### src/rtl/seg7_scan.sv
// Four-digit multiplexed 7-segment driver: prescaled scan, BCD decode, active-low outputs.
// Optional LEADING_ZERO_BLANK_EN darkens leading-zero slots (digit 0 always shown).
module seg7_scan #(
  parameter int unsigned SCAN_DIV = 50000
) (
  input  logic        clk,
  input  logic        clr_n,
  input  logic [15:0] digits,
  input  logic [3:0]  dp_en,
  input  logic        blank,
  output logic [3:0]  an,
  output logic [6:0]  seg,
  output logic        dp
);

  localparam int unsigned CntW = (SCAN_DIV > 2) ? $clog2(SCAN_DIV) : 1;
  localparam logic [CntW-1:0] CntMax = CntW'(SCAN_DIV - 1);

  logic [CntW-1:0] cnt_q, cnt_d;
  logic [1:0]      idx_q, idx_d;
  logic            tick;

  logic [3:0]      an_q, an_d;
  logic [6:0]      seg_q, seg_d;
  logic            dp_q, dp_d;

  logic [3:0]      digit_cur;
  logic [3:0]      lz;

  function automatic logic [6:0] decode(input logic [3:0] d);
    logic [6:0] s;
    case (d)
      4'd0:    s = 7'h40;
      4'd1:    s = 7'h79;
      4'd2:    s = 7'h24;
      4'd3:    s = 7'h30;
      4'd4:    s = 7'h19;
      4'd5:    s = 7'h12;
      4'd6:    s = 7'h02;
      4'd7:    s = 7'h78;
      4'd8:    s = 7'h00;
      4'd9:    s = 7'h10;
      default: s = 7'h3F;  // non-BCD shows a dash
    endcase
    return s;
  endfunction

  // Prescaler and scan index
  assign tick = (cnt_q == CntMax);

  always_comb begin
    cnt_d = tick ? '0 : cnt_q + 1'b1;
    idx_d = tick ? idx_q + 2'd1 : idx_q;
  end

  always_ff @(posedge clk or negedge clr_n) begin
    if (!clr_n) begin
      cnt_q <= '0;
      idx_q <= 2'd0;
    end else begin
      cnt_q <= cnt_d;
      idx_q <= idx_d;
    end
  end

  always_comb begin
    digit_cur = digits[3:0];
    unique case (idx_q)
      2'd0: digit_cur = digits[3:0];
      2'd1: digit_cur = digits[7:4];
      2'd2: digit_cur = digits[11:8];
      2'd3: digit_cur = digits[15:12];
    endcase
  end

`ifdef LEADING_ZERO_BLANK_EN
  // A lit decimal point on a slot keeps it and every lower slot visible.
  always_comb begin
    lz    = 4'b0000;
    lz[3] = (digits[15:12] == 4'd0) && !dp_en[3];
    lz[2] = lz[3] && (digits[11:8] == 4'd0) && !dp_en[2];
    lz[1] = lz[2] && (digits[7:4] == 4'd0) && !dp_en[1];
  end
`else
  assign lz = 4'b0000;
`endif

  // Dark on the tick cycle gives one blank clock between digits to avoid ghosting.
  always_comb begin
    an_d  = (tick || blank || lz[idx_q]) ? 4'b1111 : ~(4'b0001 << idx_q);
    seg_d = decode(digit_cur);
    dp_d  = ~dp_en[idx_q];
  end

  always_ff @(posedge clk or negedge clr_n) begin
    if (!clr_n) begin
      an_q  <= 4'b1111;
      seg_q <= 7'h7F;
      dp_q  <= 1'b1;
    end else begin
      an_q  <= an_d;
      seg_q <= seg_d;
      dp_q  <= dp_d;
    end
  end

  assign an  = an_q;
  assign seg = seg_q;
  assign dp  = dp_q;

endmodule

### config.mk
export PLATFORM = sky130hd
export DESIGN_NAME = seg7_scan
export DESIGN_NICKNAME = d
export VERILOG_FILES = /design/src/rtl/seg7_scan.sv
export SDC_FILE = /design/constraint.sdc
export NUM_CORES = 1
export LEC_CHECK = 0
export ABC_AREA = 1
export CAP_MARGIN = 20
export CORE_MARGIN = 1
export CORE_UTILIZATION = 30
export DETAILED_ROUTE_END_ITERATION = 8
export PLACE_DENSITY = 0.62
export RECOVER_POWER = 25
export SETUP_SLACK_MARGIN = 0.02
export SLEW_MARGIN = 15
export SYNTH_ARGS = -nofsm -noshare
export SYNTH_HDL_FRONTEND = slang
export SYNTH_SLANG_ARGS = --single-unit
### constraint.sdc
create_clock -name clk -period 1.8 [get_ports clk]
set_clock_uncertainty 0.1 [all_clocks]
set_input_delay 0.54 -clock clk [delete_from_list [all_inputs] [get_ports clk]]
set_output_delay 0.54 -clock clk [all_outputs]
set_load 0.03 [all_outputs]
==> metrics.txt <==
Critical Path AT=between 1.5 and 2 ns; First-pass DRT Iterations=4; vias per cell=4.39; Max-cap violations=0; Synth Area in Compound Gates=6.58%; fraction of layout cells with a size suffix above 1=a little under a third; Worst-Skew Late Latency=0.29 ns; Post-Route WL=3600 microns; most frequent cells in the layout=nand2_1 (53), buf_4 (27), nor2_1 (25), inv_1 (21), clkdlybuf4s50_1 (21); Critical Path Fanout Max=6; ANT nets after route=0; WP buf/inv=4; Top FF cell, synth=dfrtp_1; Worst-Margin Slew=between 0.7 and 0.8 ns; die area=6010 sq um; die width=just under 80 microns; Reg clk slew, reported paths=0.07 ns; Port Buf Inserts=34; Post-synth EDFFs=0; Hold EP=cnt_q[0]; Final Total Pwr=about 0.0014 W; largest family of logic cells by synthesized area=simple AND/OR/NAND/NOR gates; RSZ-0062 raised after global routing=true; Max Clock Freq=0.573 GHz; Synth Area in Adders=6.58%; ys async rst share=100%; CTS buffer count=5; final hold violations=0; Mapped Avg Cell Area=8.03 sq um; Max clock buf depth=2; Die Ht=77.5 microns; Total GRT Usage=13.8%; critical-path cell list=inv_4 -> ha_4 -> inv_4 -> nand2_2 -> nor2_1 -> nor2_2 -> buf_4 -> ha_1 -> nand3b_1 -> nand2_1 -> inv_1 -> nand2_1 -> nand2_1; RD Place Congestion=0.852; setup violators final=0; crit start category=flip-flop; status=finished clean; Ports=35; post-synthesis simple-gate area fraction=around a third; DPL Wire Length=roughly 2800 microns; synth-to-layout area growth=40.7%; initial antenna violation count=0; H-tree levels=2; HP Class=reg2reg; Worst Hold Launch=cnt_q[0]; Yosys cell types=27; post-synthesis mux area share=0%; vias in the first global route=1540; filler cell count=539; fin nets=approximately 300; XOR/XNOR share of the synthesized area=3.07%; PwrDens=592 nW/um^2; R2R cell count=13; grt ovf=0; post-layout min period=1.75 ns; crit path kind=reg2reg; Worst Path Required=1.91 ns; R2R Setup Slk=0.05 ns; Max transition margin=52.5%; Crit path max-delay family=simple AND/OR/NAND/NOR gates; total number of vias=1507; r2r startpoint=idx_q[0]; DRC=0; syn_nets=245; Max rail drop VDD=0.238 mV; Finished Layout Cells=343; Cell Area, Synth=1710 sq um; leakage=about 1.1 nW; commonest non-fill, non-tap cell in the layout=nand2_1; R2R Path End=seg[5]; Seq/Total Area, Yosys=44.8%; Core Region=5510 sq um; initial drt markers=36; initial core utilization=a little under a third; max incr delay on CP=0.43 ns; synth warn=0; pin count of the biggest net entering global routing=31; Core Rows=27; diode count=0; wire length per cell=10.5 microns; hold path cells=1; TritonCTS clock tree=built; element type at the critical path end=flip-flop; Inst Count DP=333; Worst path slowest cell=dfrtp_2; Max Slew Vio Count=0; post-route clock period utilization=97.0%; cells after synthesis=213; crit-path most repeated cell=nand2_1; first-pass GRT wire length=roughly 6500 microns; TritonCTS sink count=30; clk root buf=clkbuf_8; Yosys reg bits=30
area by class of cell:
| cell class | instances | area, sq um | area share (%) |
|---|---|---|---|
| Sequential cell | 30 | 768 | 31.9 |
| Timing Repair Buffer | 50 | 428 | 17.8 |
| Clock inverter | 3 | 21.3 | 0.884 |
| Clock buffer | 5 | 68.8 | 2.86 |
| Tap cell | 72 | 90.1 | 3.74 |
| Multi-Input combinational cell | 152 | 902 | 37.5 |
| Inverter | 31 | 129 | 5.35 |
worst register-to-register path: cells and delay by family, from the launching register on:
family	cells	cell delay (ns)
buf+inv	4	0.31
flops	1	0.43
fa+ha+maj	2	0.33
simple gates	7	0.51
per-stage QoR:
stage                     hold WS [ns]  instance area, sq um  TNS, ns  utilization [%]  setup slack (ns)
final                            0.360                  2410        0             43.7            0.0537
after global routing             0.386                  2410  -0.0912             43.7           -0.0349
after CTS                        0.365                  2380        0             43.2            0.0134
after detailed placement         0.356                  2230    -1.24             40.5            -0.248
after global placement           0.346                  2230    -1.16             40.5            -0.244
after floorplan                  0.144                  1710        0                -            0.0212
registers in the layout (all words and copies together) (netlist names):
signal  flops
idx_q       2
an          4
cnt_q      16
dp          1
seg         7
per-layer routing:
metal | vias to the layer above | track usage, % | part of all wire, %
li1 | 789 | - | -
met1 | 686 | 16.1 | 45
met4 | 0 | 5.09 | 1.6
met5 | - | 0 | 0
met2 | 25 | 24.2 | 50
met3 | 7 | 3.76 | 3.6
what timing repair did:
action                     in CTS  in global routing
gates cloned                    0                  0
gates resized for setup        10                 13
buffers inserted                1                  1
setup endpoints to repair       2                  7
pin swaps                       3                  4
hold buffers                    0                  0
Yosys cell counts, drive strengths merged (2+ instances only):
library cell	n	area, sq um
nand2	62	248
inv	30	113
nor2	28	108
nand3	19	95.1
dfrtp	18	450
dfstp	12	315
ha	9	113
nor3	6	41.3
o21ai	6	45.1
xor2	6	52.6
nand4	4	25.0
a21oi	3	15.0
o21bai	3	30.0
nand3b	2	15.0
cells by family after synthesis:
logic type / after synthesis
buffers and inverters: 31
AND/OR/NAND/NOR: 123
flip-flops: 30
AO/OA/AOI/OAI: 14
adder cells (fa/ha/maj): 9
XOR/XNOR: 6
how the worst max path moves through the flow:
| stage | startpoint | to | slack (ns) | cells after the start |
|---|---|---|---|---|
| after global routing | idx_q[0] | seg[3] | -0.03 | 10 |
| after global placement | digits[9] | seg[5] | -0.24 | 11 |
| final | idx_q[0] | seg[5] | 0.05 | 13 |
| after CTS | idx_q[0] | seg[5] | 0.01 | 12 |
| after floorplan | idx_q[0] | seg[3] | 0.02 | 13 |
| after detailed placement | digits[8] | seg[3] | -0.25 | 12 |
power breakdown:
part           internal [W]  leakage, nW  switching, W
Combinational     0.0000930        0.738     0.0000922
Sequential         0.000701        0.360    0.00000429
Clock              0.000271       0.0441      0.000265
Total               0.00106         1.14      0.000361
Power figures use the tool's default switching activity.
